File: config.mk
export PLATFORM = sky130hd
export DESIGN_NAME = pipe_sequencer_flat
export DESIGN_NICKNAME = d
export VERILOG_FILES = /design/src/rtl/pipe_sequencer_pkg.sv /design/src/rtl/pipe_sequencer_if.sv /design/src/rtl/pipe_sequencer_mul_timer.sv /design/src/rtl/pipe_sequencer.sv /design/src/flat_wrapper.sv
export SDC_FILE = /design/constraint.sdc
export NUM_CORES = 1
export LEC_CHECK = 0
export CAP_MARGIN = 20
export CORE_ASPECT_RATIO = 0.5
export CORE_MARGIN = 4
export CORE_UTILIZATION = 45
export CTS_CLUSTER_SIZE = 8
export DETAILED_ROUTE_END_ITERATION = 12
export PLACE_DENSITY = 0.86
export RECOVER_POWER = 25
export SLEW_MARGIN = 15
export SYNTH_ARGS = -nofsm -noshare
export SYNTH_HDL_FRONTEND = slang
export SYNTH_SLANG_ARGS = --single-unit
File: constraint.sdc
create_clock -name clk_i -period 5.9 [get_ports clk_i]
set_input_delay 0.885 -clock clk_i [delete_from_list [all_inputs] [get_ports clk_i]]
set_output_delay 0.885 -clock clk_i [all_outputs]
set_load 0.01 [all_outputs]
File: src/rtl/pipe_sequencer_pkg.sv
// Shared CPU definitions for the pipeline sequencer: ALU operation codes,
// major opcodes and the sequencer state encoding.
package pipe_sequencer_pkg;

    typedef enum logic [2:0] {
        ALU_ADD = 3'b000,
        ALU_SLL = 3'b001,
        ALU_SUB = 3'b010,
        ALU_MUL = 3'b011,
        ALU_XOR = 3'b100,
        ALU_SRA = 3'b101,
        ALU_AND = 3'b111
    } alu_op_e;

    localparam logic [6:0] OPC_RTYPE  = 7'b0110011;
    localparam logic [6:0] OPC_STORE  = 7'b0100011;
    localparam logic [6:0] OPC_BRANCH = 7'b1100011;
    localparam logic [6:0] OPC_LOAD   = 7'b0000011;
    localparam logic [6:0] OPC_OPIMM  = 7'b0010011;

    typedef enum logic {
        ST_IDLE    = 1'b0,
        ST_MUL_RUN = 1'b1
    } seq_state_e;

    // Only these formats carry a real rs2 field; elsewhere [24:20] is immediate.
    function automatic logic uses_rs2(input logic [6:0] opc);
        return (opc == OPC_RTYPE) || (opc == OPC_STORE) || (opc == OPC_BRANCH);
    endfunction

endpackage

File: src/rtl/pipe_sequencer_if.sv
// Hazard-control bundle between the ID/EX pipeline registers and the sequencer.
interface pipe_sequencer_if #(
    parameter int CNT_W = 16
);
    logic [31:0]      ID_Op_i;
    logic             ID_Eq_i;
    logic             EX_MemRead_i;
    logic [4:0]       EX_Rd_i;
    logic [2:0]       EX_ALUOp_i;
    logic             EX_Valid_i;

    logic             PCWrite_o;
    logic             IFID_Write_o;
    logic             IFID_Flush_o;
    logic             IDEX_Bubble_o;
    logic             IDEX_Hold_o;
    logic             EXMEM_Bubble_o;
    logic             BranchTaken_o;
    logic             MUL_Start_o;
    logic [CNT_W-1:0] StallCnt_o;

    modport master (
        output ID_Op_i, ID_Eq_i, EX_MemRead_i, EX_Rd_i, EX_ALUOp_i, EX_Valid_i,
        input  PCWrite_o, IFID_Write_o, IFID_Flush_o, IDEX_Bubble_o, IDEX_Hold_o,
               EXMEM_Bubble_o, BranchTaken_o, MUL_Start_o, StallCnt_o
    );

    modport slave (
        input  ID_Op_i, ID_Eq_i, EX_MemRead_i, EX_Rd_i, EX_ALUOp_i, EX_Valid_i,
        output PCWrite_o, IFID_Write_o, IFID_Flush_o, IDEX_Bubble_o, IDEX_Hold_o,
               EXMEM_Bubble_o, BranchTaken_o, MUL_Start_o, StallCnt_o
    );
endinterface

File: src/rtl/pipe_sequencer_mul_timer.sv
// Down-counter tracking the remaining EX cycles of a multi-cycle multiply.
module mul_timer (
    input  logic       clk,
    input  logic       srst,
    input  logic       load,
    input  logic [2:0] load_val,
    input  logic       dec,
    output logic       zero
);
    logic [2:0] cnt_reg;

    always_ff @(posedge clk) begin
        if (srst) begin
            cnt_reg <= 3'd0;
        end else if (load) begin
            cnt_reg <= load_val;
        end else if (dec && (cnt_reg != 3'd0)) begin
            cnt_reg <= cnt_reg - 3'd1;
        end
    end

    assign zero = (cnt_reg == 3'd0);
endmodule

File: src/rtl/pipe_sequencer.sv
// Pipeline hazard sequencer: multi-cycle MUL stall, load-use interlock,
// ID-stage branch resolution and a saturating stall counter.
module pipe_sequencer
    import pipe_sequencer_pkg::*;
#(
    parameter int MUL_LAT = 4,
    parameter int CNT_W   = 16
) (
    input  logic             clk_i,
    input  logic             rst_i,
    pipe_sequencer_if.slave  bus
);
    // The first stall cycle is spent in IDLE, so the counter starts two short.
    localparam logic [2:0] MUL_LOAD   = (MUL_LAT > 1) ? 3'(MUL_LAT - 2) : 3'd0;
    localparam logic       MUL_STALLS = (MUL_LAT > 1);

    seq_state_e       state_reg;
    logic [CNT_W-1:0] stall_cnt_reg;

    logic       mul_in_ex;
    logic       timer_load;
    logic       timer_dec;
    logic       timer_zero;
    logic       mul_stall;
    logic       load_use;
    logic       branch_taken;
    logic [4:0] rs1;
    logic [4:0] rs2;
    logic [6:0] opcode;

    assign rs1    = bus.ID_Op_i[19:15];
    assign rs2    = bus.ID_Op_i[24:20];
    assign opcode = bus.ID_Op_i[6:0];

    assign mul_in_ex  = bus.EX_Valid_i && (bus.EX_ALUOp_i == ALU_MUL);
    assign timer_load = (state_reg == ST_IDLE) && mul_in_ex && MUL_STALLS;
    assign timer_dec  = (state_reg == ST_MUL_RUN);
    assign mul_stall  = timer_load || ((state_reg == ST_MUL_RUN) && !timer_zero);

    assign load_use = bus.EX_MemRead_i && (bus.EX_Rd_i != 5'd0) &&
                      ((bus.EX_Rd_i == rs1) || (uses_rs2(opcode) && (bus.EX_Rd_i == rs2)));

    assign branch_taken = (opcode == OPC_BRANCH) && bus.ID_Eq_i && !mul_stall && !load_use;

    mul_timer u_mul_timer (
        .clk      (clk_i),
        .srst     (rst_i),
        .load     (timer_load),
        .load_val (MUL_LOAD),
        .dec      (timer_dec),
        .zero     (timer_zero)
    );

    always_ff @(posedge clk_i) begin
        if (rst_i) begin
            state_reg <= ST_IDLE;
        end else begin
            case (state_reg)
                ST_IDLE:    if (timer_load) state_reg <= ST_MUL_RUN;
                ST_MUL_RUN: if (timer_zero) state_reg <= ST_IDLE;
                default:    state_reg <= ST_IDLE;
            endcase
        end
    end

    always_ff @(posedge clk_i) begin
        if (rst_i) begin
            stall_cnt_reg <= '0;
        end else if ((mul_stall || load_use) && (stall_cnt_reg != '1)) begin
            stall_cnt_reg <= stall_cnt_reg + 1'b1;
        end
    end

    // MUL stall dominates: EX holds the multiply, so ID/EX must hold, not bubble.
    always_comb begin
        bus.PCWrite_o      = 1'b1;
        bus.IFID_Write_o   = 1'b1;
        bus.IFID_Flush_o   = 1'b0;
        bus.IDEX_Bubble_o  = 1'b0;
        bus.IDEX_Hold_o    = 1'b0;
        bus.EXMEM_Bubble_o = 1'b0;
        bus.BranchTaken_o  = 1'b0;
        bus.MUL_Start_o    = 1'b0;
        if (!rst_i) begin
            bus.MUL_Start_o = (state_reg == ST_IDLE) && mul_in_ex;
            if (mul_stall) begin
                bus.PCWrite_o      = 1'b0;
                bus.IFID_Write_o   = 1'b0;
                bus.IDEX_Hold_o    = 1'b1;
                bus.EXMEM_Bubble_o = 1'b1;
            end else if (load_use) begin
                bus.PCWrite_o     = 1'b0;
                bus.IFID_Write_o  = 1'b0;
                bus.IDEX_Bubble_o = 1'b1;
            end else if (branch_taken) begin
                bus.IFID_Flush_o  = 1'b1;
                bus.BranchTaken_o = 1'b1;
            end
        end
    end

    assign bus.StallCnt_o = stall_cnt_reg;

endmodule

File: src/flat_wrapper.sv
// flat-port wrapper written by rule: the top's interface ports become plain ports
module pipe_sequencer_flat import pipe_sequencer_pkg::*;
#(
    parameter int MUL_LAT = 4,
    parameter int CNT_W   = 16
)
  (clk_i, rst_i, bus_ID_Op_i, bus_ID_Eq_i, bus_EX_MemRead_i, bus_EX_Rd_i, bus_EX_ALUOp_i, bus_EX_Valid_i, bus_PCWrite_o, bus_IFID_Write_o, bus_IFID_Flush_o, bus_IDEX_Bubble_o, bus_IDEX_Hold_o, bus_EXMEM_Bubble_o, bus_BranchTaken_o, bus_MUL_Start_o, bus_StallCnt_o);
  pipe_sequencer_if #(.CNT_W(CNT_W)) bus_i ();
  input  logic clk_i;
  input  logic rst_i;
  input wire logic [$bits(bus_i.ID_Op_i)-1:0] bus_ID_Op_i;
  input wire logic [$bits(bus_i.ID_Eq_i)-1:0] bus_ID_Eq_i;
  input wire logic [$bits(bus_i.EX_MemRead_i)-1:0] bus_EX_MemRead_i;
  input wire logic [$bits(bus_i.EX_Rd_i)-1:0] bus_EX_Rd_i;
  input wire logic [$bits(bus_i.EX_ALUOp_i)-1:0] bus_EX_ALUOp_i;
  input wire logic [$bits(bus_i.EX_Valid_i)-1:0] bus_EX_Valid_i;
  output wire logic [$bits(bus_i.PCWrite_o)-1:0] bus_PCWrite_o;
  output wire logic [$bits(bus_i.IFID_Write_o)-1:0] bus_IFID_Write_o;
  output wire logic [$bits(bus_i.IFID_Flush_o)-1:0] bus_IFID_Flush_o;
  output wire logic [$bits(bus_i.IDEX_Bubble_o)-1:0] bus_IDEX_Bubble_o;
  output wire logic [$bits(bus_i.IDEX_Hold_o)-1:0] bus_IDEX_Hold_o;
  output wire logic [$bits(bus_i.EXMEM_Bubble_o)-1:0] bus_EXMEM_Bubble_o;
  output wire logic [$bits(bus_i.BranchTaken_o)-1:0] bus_BranchTaken_o;
  output wire logic [$bits(bus_i.MUL_Start_o)-1:0] bus_MUL_Start_o;
  output wire logic [$bits(bus_i.StallCnt_o)-1:0] bus_StallCnt_o;
  assign bus_i.ID_Op_i = bus_ID_Op_i;
  assign bus_i.ID_Eq_i = bus_ID_Eq_i;
  assign bus_i.EX_MemRead_i = bus_EX_MemRead_i;
  assign bus_i.EX_Rd_i = bus_EX_Rd_i;
  assign bus_i.EX_ALUOp_i = bus_EX_ALUOp_i;
  assign bus_i.EX_Valid_i = bus_EX_Valid_i;
  assign bus_PCWrite_o = bus_i.PCWrite_o;
  assign bus_IFID_Write_o = bus_i.IFID_Write_o;
  assign bus_IFID_Flush_o = bus_i.IFID_Flush_o;
  assign bus_IDEX_Bubble_o = bus_i.IDEX_Bubble_o;
  assign bus_IDEX_Hold_o = bus_i.IDEX_Hold_o;
  assign bus_EXMEM_Bubble_o = bus_i.EXMEM_Bubble_o;
  assign bus_BranchTaken_o = bus_i.BranchTaken_o;
  assign bus_MUL_Start_o = bus_i.MUL_Start_o;
  assign bus_StallCnt_o = bus_i.StallCnt_o;
  pipe_sequencer #(.MUL_LAT(MUL_LAT), .CNT_W(CNT_W)) u_core (.clk_i(clk_i), .rst_i(rst_i), .bus(bus_i));
endmodule
==> flow_metrics.env <==
export IMPL_fp_dieH_um=48.8
export IMPL_slew_headroom_pct=40.5
export IMPL_start_kind="input port"
export IMPL_timing_final_ws_setup_ps=1680
export IMPL_ant_nets=0
export IMPL_cts_sinks=20
export IMPL_min_period_ps=4220
export IMPL_ir_worst_vdd_mv=0.110
export IMPL_cap_viol_max_count=0
export IMPL_grt_usage_pct=17.8
export IMPL_layout_drive_gt1_share_pct=11.6
export IMPL_final_cell_area_mm2=0.00209
export IMPL_post_synth_top_area_cell="dfxtp_1"
export IMPL_synth_seq_cells=20
export IMPL_hold_path_class="reg -> reg"
export IMPL_switching_share_pct=24.1
export IMPL_synthToLayoutAreaGrowth_pct=39.4
export IMPL_synth_top_area_share_pct=26.7
export IMPL_start_util_pct=48.3
export IMPL_vias=1498
export IMPL_syn_area_per_cell_um2=8.10
export IMPL_combPwrFrac_pct=17.1
export IMPL_h_tree_depth=1
export IMPL_crit_fanout=4
export IMPL_grt_first_pass_wirelength_um=6220
export IMPL_drt_wl_total_um=3880
export IMPL_fillers=247
export IMPL_netlist_area_mm2=0.00150
export IMPL_ys_top_cells_by_area="dfxtp_1 27%, mux2_2 5.3%, xnor2_1 5.3%"
export IMPL_syn_inst=185
export IMPL_critical_path_class="in -> out"
export IMPL_synth_seq_area_share_pct=26.7
export IMPL_total_leakage_power_nw=0.788
export IMPL_place_inst=269
export IMPL_num_io_pins=69
export IMPL_largest_reg_flops=16
export IMPL_rows=14
export IMPL_cts_setup_buffers=0
export IMPL_ys_types=46
export IMPL_placed_cell_area_mm2=0.00203
export IMPL_globalplace_congestion=0.892
export IMPL_dpl_hpwl_um=3000
export IMPL_antenna_found_initial=0
export IMPL_critPathArrivalTime_ps=3340
export IMPL_status="complete, no violations"
export IMPL_post_place_ws_ps=1720
export IMPL_synth_edf_count=0
export IMPL_cts_hold_buf=0
export IMPL_finalClockSkew_ps=2.07
export IMPL_maxSlewViolCount=0
export IMPL_cts_tree="built"
export IMPL_core_area_mm2=0.00310
export IMPL_ys_warn_count=0
export IMPL_cts_root_buf="clkbuf_8"
export IMPL_seqPwrFrac_pct=46.2
export IMPL_grt_pass1_vias=1382
export IMPL_portBuffers=53
export IMPL_hold_ws_ps=508
export IMPL_cp_data_required_time_ps=5020
export IMPL_clkTransAtPathRegs_ps=80
export IMPL_first_pass_iters=4
export IMPL_vias_per_cell=5.49
export IMPL_period_share_pct=71.6
export IMPL_syn_nets=233
export IMPL_tightest_slew_ps=890
export IMPL_switching_power_mw=0.0711
export IMPL_p_int_mw=0.224
export IMPL_n_antenna_cell=0
export IMPL_finalSetupViolations=0
export IMPL_grt_start_max_net_pins=27
export IMPL_final_hold_violation_count=0
export IMPL_max_freq_ghz=0.237
export IMPL_rsz0062_at_grt="false"
export IMPL_die_w_um=89.6
export IMPL_clkPwrFrac_pct=36.7
export IMPL_first_iter_violations=82
export IMPL_die_area_mm2=0.00437
export IMPL_end_kind="primary output"
export IMPL_stdcell_count=273
export IMPL_numCtsBuffers=3
export IMPL_clkLatencyLatePin_ps=270
export IMPL_final_core_utilization_pct=67.4
export IMPL_tns_ps=0
export IMPL_finalNetCount=282
export IMPL_drc=0
export IMPL_cts_buffer_depth=2
export IMPL_synth_async_reset_ratio_pct=0
export IMPL_overflow=0
export IMPL_finalPower_mw=0.295
export IMPL_power_density_mw_per_mm2=141
export IMPL_cts_resized=0
export IMPL_ys_flop_type="dfxtp_1"
export IMPL_wl_per_cell_um=14.2
==> per-layer routing <==
layer  wire [um]  up-vias  part of all wire (%)  track usage [%]
met2        1950       50                    50             30.8
li1            -      755                     -                -
met4          53        0                   1.4             4.95
met5           0        -                     0                0
met3         250        7                   6.4             4.38
met1        1630      686                    42             21.8
==> worst max-delay path, stage by stage <==
cell             delay [ps]
clkdlybuf4s50_1         470
or4_1                   550
o21ai_2                 210
o21bai_1                250
nand2_1                 130
nor3_1                  260
clkdlybuf4s50_1         580
==> power groups by stage <==
stage	sequential, mW	clock, mW	combinational [mW]
2_1_floorplan	0.140	0	0.0221
3_3_place_gp	0.140	0	0.0494
3_5_place_dp	0.140	0	0.0510
4_1_cts	0.136	0.109	0.0513
5_1_grt	0.137	0.117	0.0545
6_report	0.136	0.108	0.0506
==> Yosys cell counts (all sizes together) (2+ instances only) <==
| cell type | number |
|---|---|
| nand2b | 5 |
| o2111ai | 2 |
| nor3 | 4 |
| mux2 | 12 |
| a21o | 2 |
| or2 | 2 |
| nor2b | 12 |
| xnor2 | 9 |
| inv | 3 |
| clkbuf | 5 |
| ha | 3 |
| o21ai | 7 |
| a211oi | 2 |
| nand4 | 9 |
| nor4 | 3 |
| and2 | 2 |
| nor2 | 24 |
| buf | 5 |
| nand3 | 15 |
| nand2 | 13 |
| and3 | 7 |
| xor2 | 3 |
| a21oi | 6 |
| dfxtp | 20 |
==> worst paths after layout <==
| path | startpoint | endpoint | slack (ps) | cells after the start |
|---|---|---|---|---|
| setup / recovery | bus_EX_Rd_i[0] | bus_BranchTaken_o | 1680 | 7 |
| hold / removal | u_core.bus.StallCnt_o[1] | u_core.bus.StallCnt_o[1] | 510 | 2 |
| setup reg to reg | u_core.u_mul_timer.cnt_reg[0] | u_core.bus.StallCnt_o[15] | 3650 | 8 |
| hold reg to reg | u_core.bus.StallCnt_o[1] | u_core.bus.StallCnt_o[1] | 510 | 2 |
==> cell type report <==
| class | instances | area [um^2] | share of cell area [%] |
|---|---|---|---|
| Timing Repair Buffer | 54 | 538 | 25.7 |
| Inverter | 3 | 11.3 | 0.539 |
| Sequential cell | 20 | 400 | 19.2 |
| Multi-Input combinational cell | 152 | 1030 | 49.5 |
| Tap cell | 40 | 50.0 | 2.40 |
| Clock buffer | 4 | 55.1 | 2.63 |
==> cell families after synthesis <==
logic type / share of synthesized area, %
AND/OR/NAND/NOR: 37.0
AO/OA/AOI/OAI: 12.9
flip-flops: 26.7
buffers and inverters: 4.26
multiplexers: 9.68
XOR/XNOR: 7.01
adder cells (fa/ha/maj): 2.50
==> cells in the final DEF (no fill, tap or decap), types with 5 or more instances in the layout <==
cell	Yosys	layout
a21oi_1	6	6
dlygate4sd3_1	0	11
nor2_1	20	20
dfxtp_1	20	20
nand3_1	14	14
mux2_2	7	7
nand2_1	13	13
nand4_1	8	8
mux2_1	5	5
and3_1	7	7
xnor2_1	9	9
clkdlybuf4s50_1	0	42
nor2b_1	12	12
nand2b_1	5	5
(Power assumes the default switching activity.)
